`src/rtl/implication_pkg.sv`:
```
// Shared types and helpers for the implication responder.
// Contents:
//   resp_state_t - status FSM encoding (IDLE / BACKLOG / OVERFLOW)
//   DEPTH_MAX    - largest supported queue depth
//   pend_w()     - width needed to hold a count of 0..depth
package implication_pkg;

  typedef enum logic [1:0] {
    IDLE     = 2'd0,
    BACKLOG  = 2'd1,
    OVERFLOW = 2'd2
  } resp_state_t;

  localparam int DEPTH_MAX = 255;

  function automatic int pend_w(input int depth);
    return $clog2(depth + 1);
  endfunction

endpackage

```
`src/rtl/implication_responder_pend_counter.sv`:
```
// pend_counter: saturating up/down counter of queued requests.
// Ports:
//   clk   in  clock
//   rst   in  asynchronous active-high reset
//   inc   in  add one request
//   dec   in  remove one request
//   count out current count (0..MAX)
//   full  out count == MAX
//   empty out count == 0
//   drop  out an increment was refused because the counter is full
module pend_counter #(
  parameter int MAX = 4,
  parameter int W   = 3
) (
  input  logic         clk,
  input  logic         rst,
  input  logic         inc,
  input  logic         dec,
  output logic [W-1:0] count,
  output logic         full,
  output logic         empty,
  output logic         drop
);

  logic [W-1:0] r_count;
  logic         w_full;
  logic         w_empty;

  assign w_full  = (r_count == W'(MAX));
  assign w_empty = (r_count == '0);

  // Simultaneous inc and dec cancel out, which is what lets a full queue
  // accept a new request in the same cycle it drains one.
  always_ff @(posedge clk or posedge rst) begin
    if (rst) begin
      r_count <= '0;
    end else if (inc && !dec && !w_full) begin
      r_count <= r_count + 1'b1;
    end else if (dec && !inc && !w_empty) begin
      r_count <= r_count - 1'b1;
    end
  end

  assign count = r_count;
  assign full  = w_full;
  assign empty = w_empty;
  assign drop  = inc && !dec && w_full;

endmodule

```
`src/rtl/implication_responder.sv`:
```
// implication_responder: target side of the A |=> B handshake. Every sampled
// req_a produces exactly one ack_b pulse; with hold low and nothing queued the
// ack follows one clock later, otherwise requests queue (up to DEPTH) and
// drain one per cycle once hold drops.
// Ports:
//   clk      in  clock
//   rst      in  asynchronous active-high reset
//   req_a    in  request, one per high cycle
//   hold     in  backpressure, no ack may issue while high
//   clr_ovf  in  clears sticky ovf (a same-cycle drop takes priority)
//   ack_b    out registered acknowledge pulse
//   pend     out queued, not yet acknowledged requests
//   ovf      out sticky: a request was dropped because the queue was full
//   ack_cnt  out wrapping count of acks since reset
// Optional build macro IMPLICATION_RESPONDER_SVA_EN embeds protocol assertions
// and a cover on the drop event; behaviour is identical without it.
module implication_responder
  import implication_pkg::*;
#(
  parameter int DEPTH = 4,
  parameter int CNT_W = 16
) (
  input  logic                       clk,
  input  logic                       rst,
  input  logic                       req_a,
  input  logic                       hold,
  input  logic                       clr_ovf,
  output logic                       ack_b,
  output logic [pend_w(DEPTH)-1:0]   pend,
  output logic                       ovf,
  output logic [CNT_W-1:0]           ack_cnt
);

  localparam int PEND_W = pend_w(DEPTH);

  logic              r_ack_b;
  logic [CNT_W-1:0]  r_ack_cnt;
  logic              r_ovf;
  resp_state_t       r_state;
  resp_state_t       w_state_next;

  logic [PEND_W-1:0] w_pend;
  logic              w_full;
  logic              w_empty;
  logic              w_drop;
  logic              w_issue;
  logic              w_accept;
  logic              w_dec;
  logic              w_ovf_next;
  logic              w_pend_next_nz;

  // Queue drains first: a fresh request only bypasses the queue when it is
  // empty, so at most one ack per cycle and order is preserved.
  assign w_issue  = !hold && (req_a || !w_empty);
  assign w_dec    = w_issue && !w_empty;
  assign w_accept = req_a && !(w_issue && w_empty);

  pend_counter #(
    .MAX (DEPTH),
    .W   (PEND_W)
  ) u_pend (
    .clk   (clk),
    .rst   (rst),
    .inc   (w_accept),
    .dec   (w_dec),
    .count (w_pend),
    .full  (w_full),
    .empty (w_empty),
    .drop  (w_drop)
  );

  assign w_ovf_next = w_drop ? 1'b1 : (clr_ovf ? 1'b0 : r_ovf);

  // Whether pend is non-zero after this edge; drives the status FSM so the
  // state reflects post-update values.
  always_comb begin
    w_pend_next_nz = !w_empty;
    if (w_accept && !w_dec && !w_full) begin
      w_pend_next_nz = 1'b1;
    end else if (w_dec && !w_accept && (w_pend == PEND_W'(1))) begin
      w_pend_next_nz = 1'b0;
    end
  end

  always_ff @(posedge clk or posedge rst) begin
    if (rst) begin
      r_ack_b   <= 1'b0;
      r_ack_cnt <= '0;
      r_ovf     <= 1'b0;
    end else begin
      r_ack_b   <= w_issue;
      r_ack_cnt <= r_ack_cnt + CNT_W'(w_issue);
      r_ovf     <= w_ovf_next;
    end
  end

  // Status FSM: purely observational, never gates acking.
  always_ff @(posedge clk or posedge rst) begin
    if (rst) begin
      r_state <= IDLE;
    end else begin
      r_state <= w_state_next;
    end
  end

  always_comb begin
    w_state_next = r_state;
    case (r_state)
      IDLE, BACKLOG: begin
        if (w_drop) begin
          w_state_next = OVERFLOW;
        end else begin
          w_state_next = w_pend_next_nz ? BACKLOG : IDLE;
        end
      end
      OVERFLOW: begin
        if (clr_ovf && !w_drop) begin
          w_state_next = w_pend_next_nz ? BACKLOG : IDLE;
        end
      end
      default: w_state_next = IDLE;
    endcase
  end

  assign ack_b   = r_ack_b;
  assign pend    = w_pend;
  assign ovf     = r_ovf;
  assign ack_cnt = r_ack_cnt;

`ifdef IMPLICATION_RESPONDER_SVA_EN
  a_next_cycle_ack: assert property (@(posedge clk) disable iff (rst)
    (req_a && !hold && (pend == '0)) |=> ack_b)
    else $display("%0t: ack_b missing one cycle after unqueued request", $time);

  a_ack_has_source: assert property (@(posedge clk) disable iff (rst)
    ack_b |-> $past((pend != '0) || req_a))
    else $display("%0t: ack_b without a queued or fresh request", $time);

  a_pend_bound: assert property (@(posedge clk) disable iff (rst)
    pend <= PEND_W'(DEPTH))
    else $display("%0t: pend exceeds DEPTH", $time);

  c_drop: cover property (@(posedge clk) disable iff (rst) w_drop);
`else
  // Assertions compiled out.
`endif

endmodule
```
`config.mk`:
```
export PLATFORM = sky130hd
export DESIGN_NAME = implication_responder
export DESIGN_NICKNAME = d
export VERILOG_FILES = /design/src/rtl/implication_pkg.sv /design/src/rtl/implication_responder_pend_counter.sv /design/src/rtl/implication_responder.sv
export SDC_FILE = /design/constraint.sdc
export NUM_CORES = 1
export LEC_CHECK = 0
export BUFFER_PORTS_ARGS = -buffer_cell sky130_fd_sc_hd__clkbuf_2
export CAP_MARGIN = 30
export CELL_PAD_IN_SITES_DETAIL_PLACEMENT = 0
export CELL_PAD_IN_SITES_GLOBAL_PLACEMENT = 1
export CORE_ASPECT_RATIO = 1.2
export CORE_MARGIN = 8
export CORE_UTILIZATION = 30
export DETAILED_ROUTE_END_ITERATION = 8
export GPL_TIMING_DRIVEN = 0
export HOLD_SLACK_MARGIN = 0.12
export PLACE_DENSITY_LB_ADDON = 0.1
export REMOVE_ABC_BUFFERS = 1
export SLEW_MARGIN = 20
export SYNTH_ARGS = -nofsm -noshare
export SYNTH_HDL_FRONTEND = slang
export SYNTH_SLANG_ARGS = --single-unit
```
`constraint.sdc`:
```
create_clock -name clk -period 2.48 [get_ports clk]
set_clock_uncertainty 0.05 [all_clocks]
set_input_delay 0.496 -clock clk [delete_from_list [all_inputs] [get_ports clk]]
set_output_delay 0.496 -clock clk [all_outputs]
set_load 0.02 [all_outputs]
```
# Word level (Yosys, flattened, before mapping)
# Index checks and enable logic that the tools add are counted.
[word_totals] output_inout_bits=21 ram_bits=0 elab_cells=31 mem_bits_ro=0 latchBits=0 regBits=21 mem_count=0 in_bits=5
[op_classes] mux=4 shift=0 add_sub_neg=3 n_reduce_logical=19 eq_ne=1 multipliers=0 div_mod_pow=0 n_lt_le_gt_ge=0 bitwise=0
[op_table] op="adder 16 x 1 -> 16 bit" count=1
[op_table] op="logical AND 1 bit" count=9
[op_table] op="logical NOT 1 bit" count=6
[op_table] op="two-way mux 3 bit" count=2
[op_table] op="nonzero test 2 bit" count=2
[op_table] op="adder 3 x 1 -> 3 bit (second input constant)" count=1
[op_table] op="== test 3 bit (second input constant)" count=1
[op_table] op="logical NOT 3 bit" count=1
[op_table] op="subtractor 3 x 1 -> 3 bit (second input constant)" count=1
[op_table] op="two-way mux 1 bit" count=2
[op_table] op="logical OR 1 bit" count=1

# Depth between registers and ports, before layout
[depth] ltp_word=12 ltp_mapped=8 mapped_depth_nobuf=7

# Cells and area by module
# A second synthesis with hierarchy kept.
[unflattened] cells_unflattened=94 area_unflattened_um2=1017.2
[by_module_without_submodules] mod="implication_responder" cells_per_inst=70 seq_area_each_um2=450.4 area_each_um2=794.5 n_inst=1
[by_module_without_submodules] mod="pend_counter" cells_per_inst=24 seq_area_each_um2=75.1 area_each_um2=222.7 n_inst=1

# Worst setup path before layout
# OpenSTA, ideal clock, no wires.
[synth_timing] path_kind="input to register" startpoint="input port req_a" endpoint="register r_ack_cnt[10], in the netlist ack_cnt[10]" path_slack_ns=0.482 arrival_time_ns=1.818 n_path_buf=1 t_required_ns=2.301 path_stages=8 setup_time_ns=0.129 path_cell_list="buf_2 nor2_1 a21oi_1 ha_1 ha_1 and4_4 nand4_2 xnor2_1"
[synth_between] elab_chain_len=3
[synth_lines] item="start, declared" line="implication_responder.sv:25" text="input logic req_a,"
[synth_lines] item="logical OR 1 bit" line="implication_responder.sv:54" text="assign w_issue = !hold && (req_a || !w_empty);"
[synth_lines] item="logical AND 1 bit" line="implication_responder.sv:54"
[synth_lines] item="via w_issue" line="implication_responder.sv:46" text="logic w_issue;"
[synth_lines] item="adder 16 x 1 -> 16 bit" line="implication_responder.sv:92" text="r_ack_cnt <= r_ack_cnt + CNT_W'(w_issue);"
[synth_lines] item="end signal, assigned" line="implication_responder.sv:92"
[synth_lines] item="end, declared" line="implication_responder.sv:37" text="logic [CNT_W-1:0] r_ack_cnt;"
# The timed path passes the listed nets, and every way through them passes these cells.
# A chain may end at the register's enable or synchronous reset.

# Worst setup path after layout
[layout_timing] startpoint="register u_pend.r_count[2], in the netlist u_pend.count[2]" endpoint="register r_ack_cnt[10], in the netlist ack_cnt[10]"
[layout_between] elab_chain_len=5
[layout_lines] item="start, declared" line="implication_responder_pend_counter.sv:25" text="logic [W-1:0] r_count;"
[layout_lines] item="start signal, assigned" line="implication_responder_pend_counter.sv:38" text="r_count <= r_count + 1'b1;"
[layout_lines] item="start signal, assigned" line="implication_responder_pend_counter.sv:40" text="r_count <= r_count - 1'b1;"
[layout_lines] item="logical NOT 3 bit" line="implication_responder_pend_counter.sv:30" text="assign w_empty = (r_count == '0);"
[layout_lines] item="logical NOT 1 bit" line="implication_responder.sv:54"
[layout_lines] item="logical OR 1 bit" line="implication_responder.sv:54"
[layout_lines] item="logical AND 1 bit" line="implication_responder.sv:54"
[layout_lines] item="via w_issue" line="implication_responder.sv:46"
[layout_lines] item="adder 16 x 1 -> 16 bit" line="implication_responder.sv:92"
# The timed path passes the listed nets, and every way through them passes these cells.

==> impl_metrics.py <==
metrics = {
    "place": {
        "dpl.cell_count": 148,
        "dp_hpwl_mm": 1.55,
        "gp_congestion": 0.693,
        "io_buffer_count": 25,
    },
    "layout": {
        "fin_cells": 152,
        "nNetsFinal": 126,
        "antenna_cells": 0,
        "drive_gt1_share_pct": 27.6,
        "final_cell_mix": "clkbuf_2, dfrtp_1, nand3_1, xnor2_1, nor2_1",
        "mostFrequentLayoutCell": "clkbuf_2",
        "syn2layout_area_growth_pct": 19.1,
    },
    "global_routing": {
        "grt_pass1_wl_mm": 3.52,
        "grt_max_degree": 22,
        "grtUsageTotal_pct": 8.19,
        "overflow": 0,
        "antenna_found_initial": 0,
        "grt_pass1_vias": 775,
    },
    "worst_setup_path": {
        "critPathArrivalTime_ps": 2160,
        "cp_max_fo": 8,
        "cp-start-kind": "flip-flop",
        "worstSetupStartpoint": "u_pend.count[2]",
        "crit_required_ps": 2640,
        "r2r_end": "ack_cnt[10]",
        "reg2reg_slack_ps": 480,
        "r2r-start": "u_pend.count[2]",
        "crit_end": "ack_cnt[10]",
        "end_kind": "flip-flop",
        "reg2reg_depth": 7,
        "worstSetupPathType": "flip-flop to flip-flop",
    },
    "timing": {
        "hold_viol_final": 0,
        "hold_slack_ps": 251,
        "final.min_clock_period_ps": 2000,
        "drv_slew": 0,
        "max_slew.worst_pin.slew_ps": 808,
        "slew_headroom_pct": 46.1,
        "fmax_mhz": 501,
        "setup_tns_ps": 0,
        "setup_viol": 0,
        "grt_setup_unrepaired": "no",
        "fin_crit_sh_pct": 80.5,
    },
    "clock_network": {
        "cts-resized-gates": 0,
        "cts_setup_buffers": 0,
        "cts_made_buffers": 3,
        "clock_latency_ps": 310,
        "cts.sinks": 21,
        "cts_tree": "done",
        "cts_hold_buf": 0,
        "htree_levels": 1,
        "clock_path_buffers": 2,
        "clk_pin_slew_ps": 130,
        "cts_root_buf": "clkbuf_4",
    },
    "yosys": {
        "synth_edf_count": 0,
        "syn_inst": 89,
        "async_flop_share_pct": 100,
        "synth-main-ff-cell": "dfrtp_1",
        "synth-seq-cells": 21,
        "ys_types": 24,
        "yosysWarnings": 0,
        "syn_area_um2": 982,
        "synthTopCellsByArea": "dfrtp_1, xnor2_1, xor2_1, nand3_1, ha_1",
        "postSynthAreaPerCell_um2": 11.0,
        "seq_area_frac_synth_pct": 53.5,
        "synth_top_area_share_pct": 53.5,
        "synth_top_area_cell": "dfrtp_1",
    },
    "pwr": {
        "p_sw_share_pct": 41.4,
        "leakage_nw": 0.588,
        "clock_power_share_pct": 15.5,
        "pwr-share-seq_pct": 49.4,
        "p_switching_uw": 449,
        "power.share.combinational_pct": 35.1,
        "irDropWorstVdd_uv": 362,
        "powerDensity_mw_per_mm2": 928,
        "p_int_uw": 637,
    },
    "drt": {
        "num_vias": 734,
        "first_pass_iters": 4,
        "ant_nets": 0,
        "drc_errors": 0,
        "first_iter_violations": 24,
        "wl_mm": 2.03,
        "vias_per_cell": 4.83,
        "routedWlPerCell_um": 13.3,
    },
    "floorplanning": {
        "fp.dieW_um": 68.2,
        "die_y_um": 78.7,
        "ioPinCount": 26,
        "row_count": 22,
        "dieArea_mm2": 0.00537,
        "core_mm2": 0.00308,
        "initial_utilization_pct": 31.9,
    },
    "min_path": {
        "hold_class": "primary input to async pin",
    },
    "run_status": {
        "status": "finished clean",
    },
    "job": {
        "maxCapViolCount": 0,
    },
}
[critical path, cell delays in order, from the launching register on]
cell and delay [ps]:
dfrtp_1 500, nor2_1 80, a21oi_1 270, ha_1 230, ha_1 230, and4_4 280, nand4_2 110, xnor2_1 140
[through the flow]
| stage | area (um^2) | total power [mW] | util (%) | setup WS [ps] |
|---|---|---|---|---|
| after CTS | 1170 | 1.11 | 37.9 | 477 |
| after floorplan | 972 | 0.789 | - | 571 |
| after detailed placement | 1140 | 0.939 | 37.1 | 296 |
| after global placement | 1140 | 0.934 | 37.1 | 281 |
| final | 1170 | 1.09 | 37.9 | 484 |
| after global routing | 1170 | 1.18 | 37.9 | 337 |
[cell usage after synthesis (2+ instances only)]
library cell,instances
nor2_1,8
ha_1,3
nand2_1,5
nor3_1,2
dfrtp_1,21
o21ai_0,3
xor2_1,7
buf_2,2
and3_1,2
nand4_1,3
nand3_1,9
inv_1,3
a21oi_1,2
xnor2_1,9
[state kept, by name, summed over array words and instances, names as in the netlist]
| signal | flops |
|---|---|
| ovf | 1 |
| ack_cnt | 16 |
| u_pend.count | 3 |
| ack_b | 1 |
[worst min-delay path by stage]
stage	from	endpoint	slack (ps)	cells after the start
2_1_floorplan	rst	ack_b	420	1
3_3_place_gp	ack_cnt[15]	ack_cnt[15]	410	1
3_5_place_dp	ack_cnt[15]	ack_cnt[15]	410	1
4_1_cts	rst	ack_cnt[10]	290	2
5_1_grt	clr_ovf	ovf	280	2
6_report	rst	ack_cnt[10]	250	2
[per-layer routing]
metal  vias up  global-route usage, %  routed length, um
met5         -                      0                  0
met4         0                   4.31                 36
met3         2                   1.70                116
met2        15                   13.4               1030
met1       355                   9.66                847
li1        362                      -                  -
[cell families (layout without fill, tap and decap cells)]
family	count (synthesis)	in the layout	synth area share, %
AO/OA/AOI/OAI	8	8	4.97
XOR/XNOR	16	16	14.3
AND/OR/NAND/NOR	34	34	18.1
flip-flops	21	21	53.5
adder cells (fa/ha/maj)	4	4	5.86
buffers and inverters	5	32	2.17
multiplexers	1	1	1.15
[power groups by stage]
| stage | combinational, mW | clock, mW | sequential (mW) |
|---|---|---|---|
| 3_5_place_dp | 0.393 | 0 | 0.546 |
| 6_report | 0.381 | 0.168 | 0.537 |
| 3_3_place_gp | 0.391 | 0 | 0.543 |
| 2_1_floorplan | 0.164 | 0 | 0.625 |
| 4_1_cts | 0.394 | 0.175 | 0.539 |
| 5_1_grt | 0.424 | 0.194 | 0.558 |
[cell type report]
class                   count  area, um^2
fillers                   339        1910
flip-flops and latches     21         526
multi-input cells          63         435
repair buffers             25         125
well taps                  36        45.0
clock buffers               3        22.5
inverters                   3        11.3
clock inverters             1        5.00
Power figures use the tool's default switching activity.
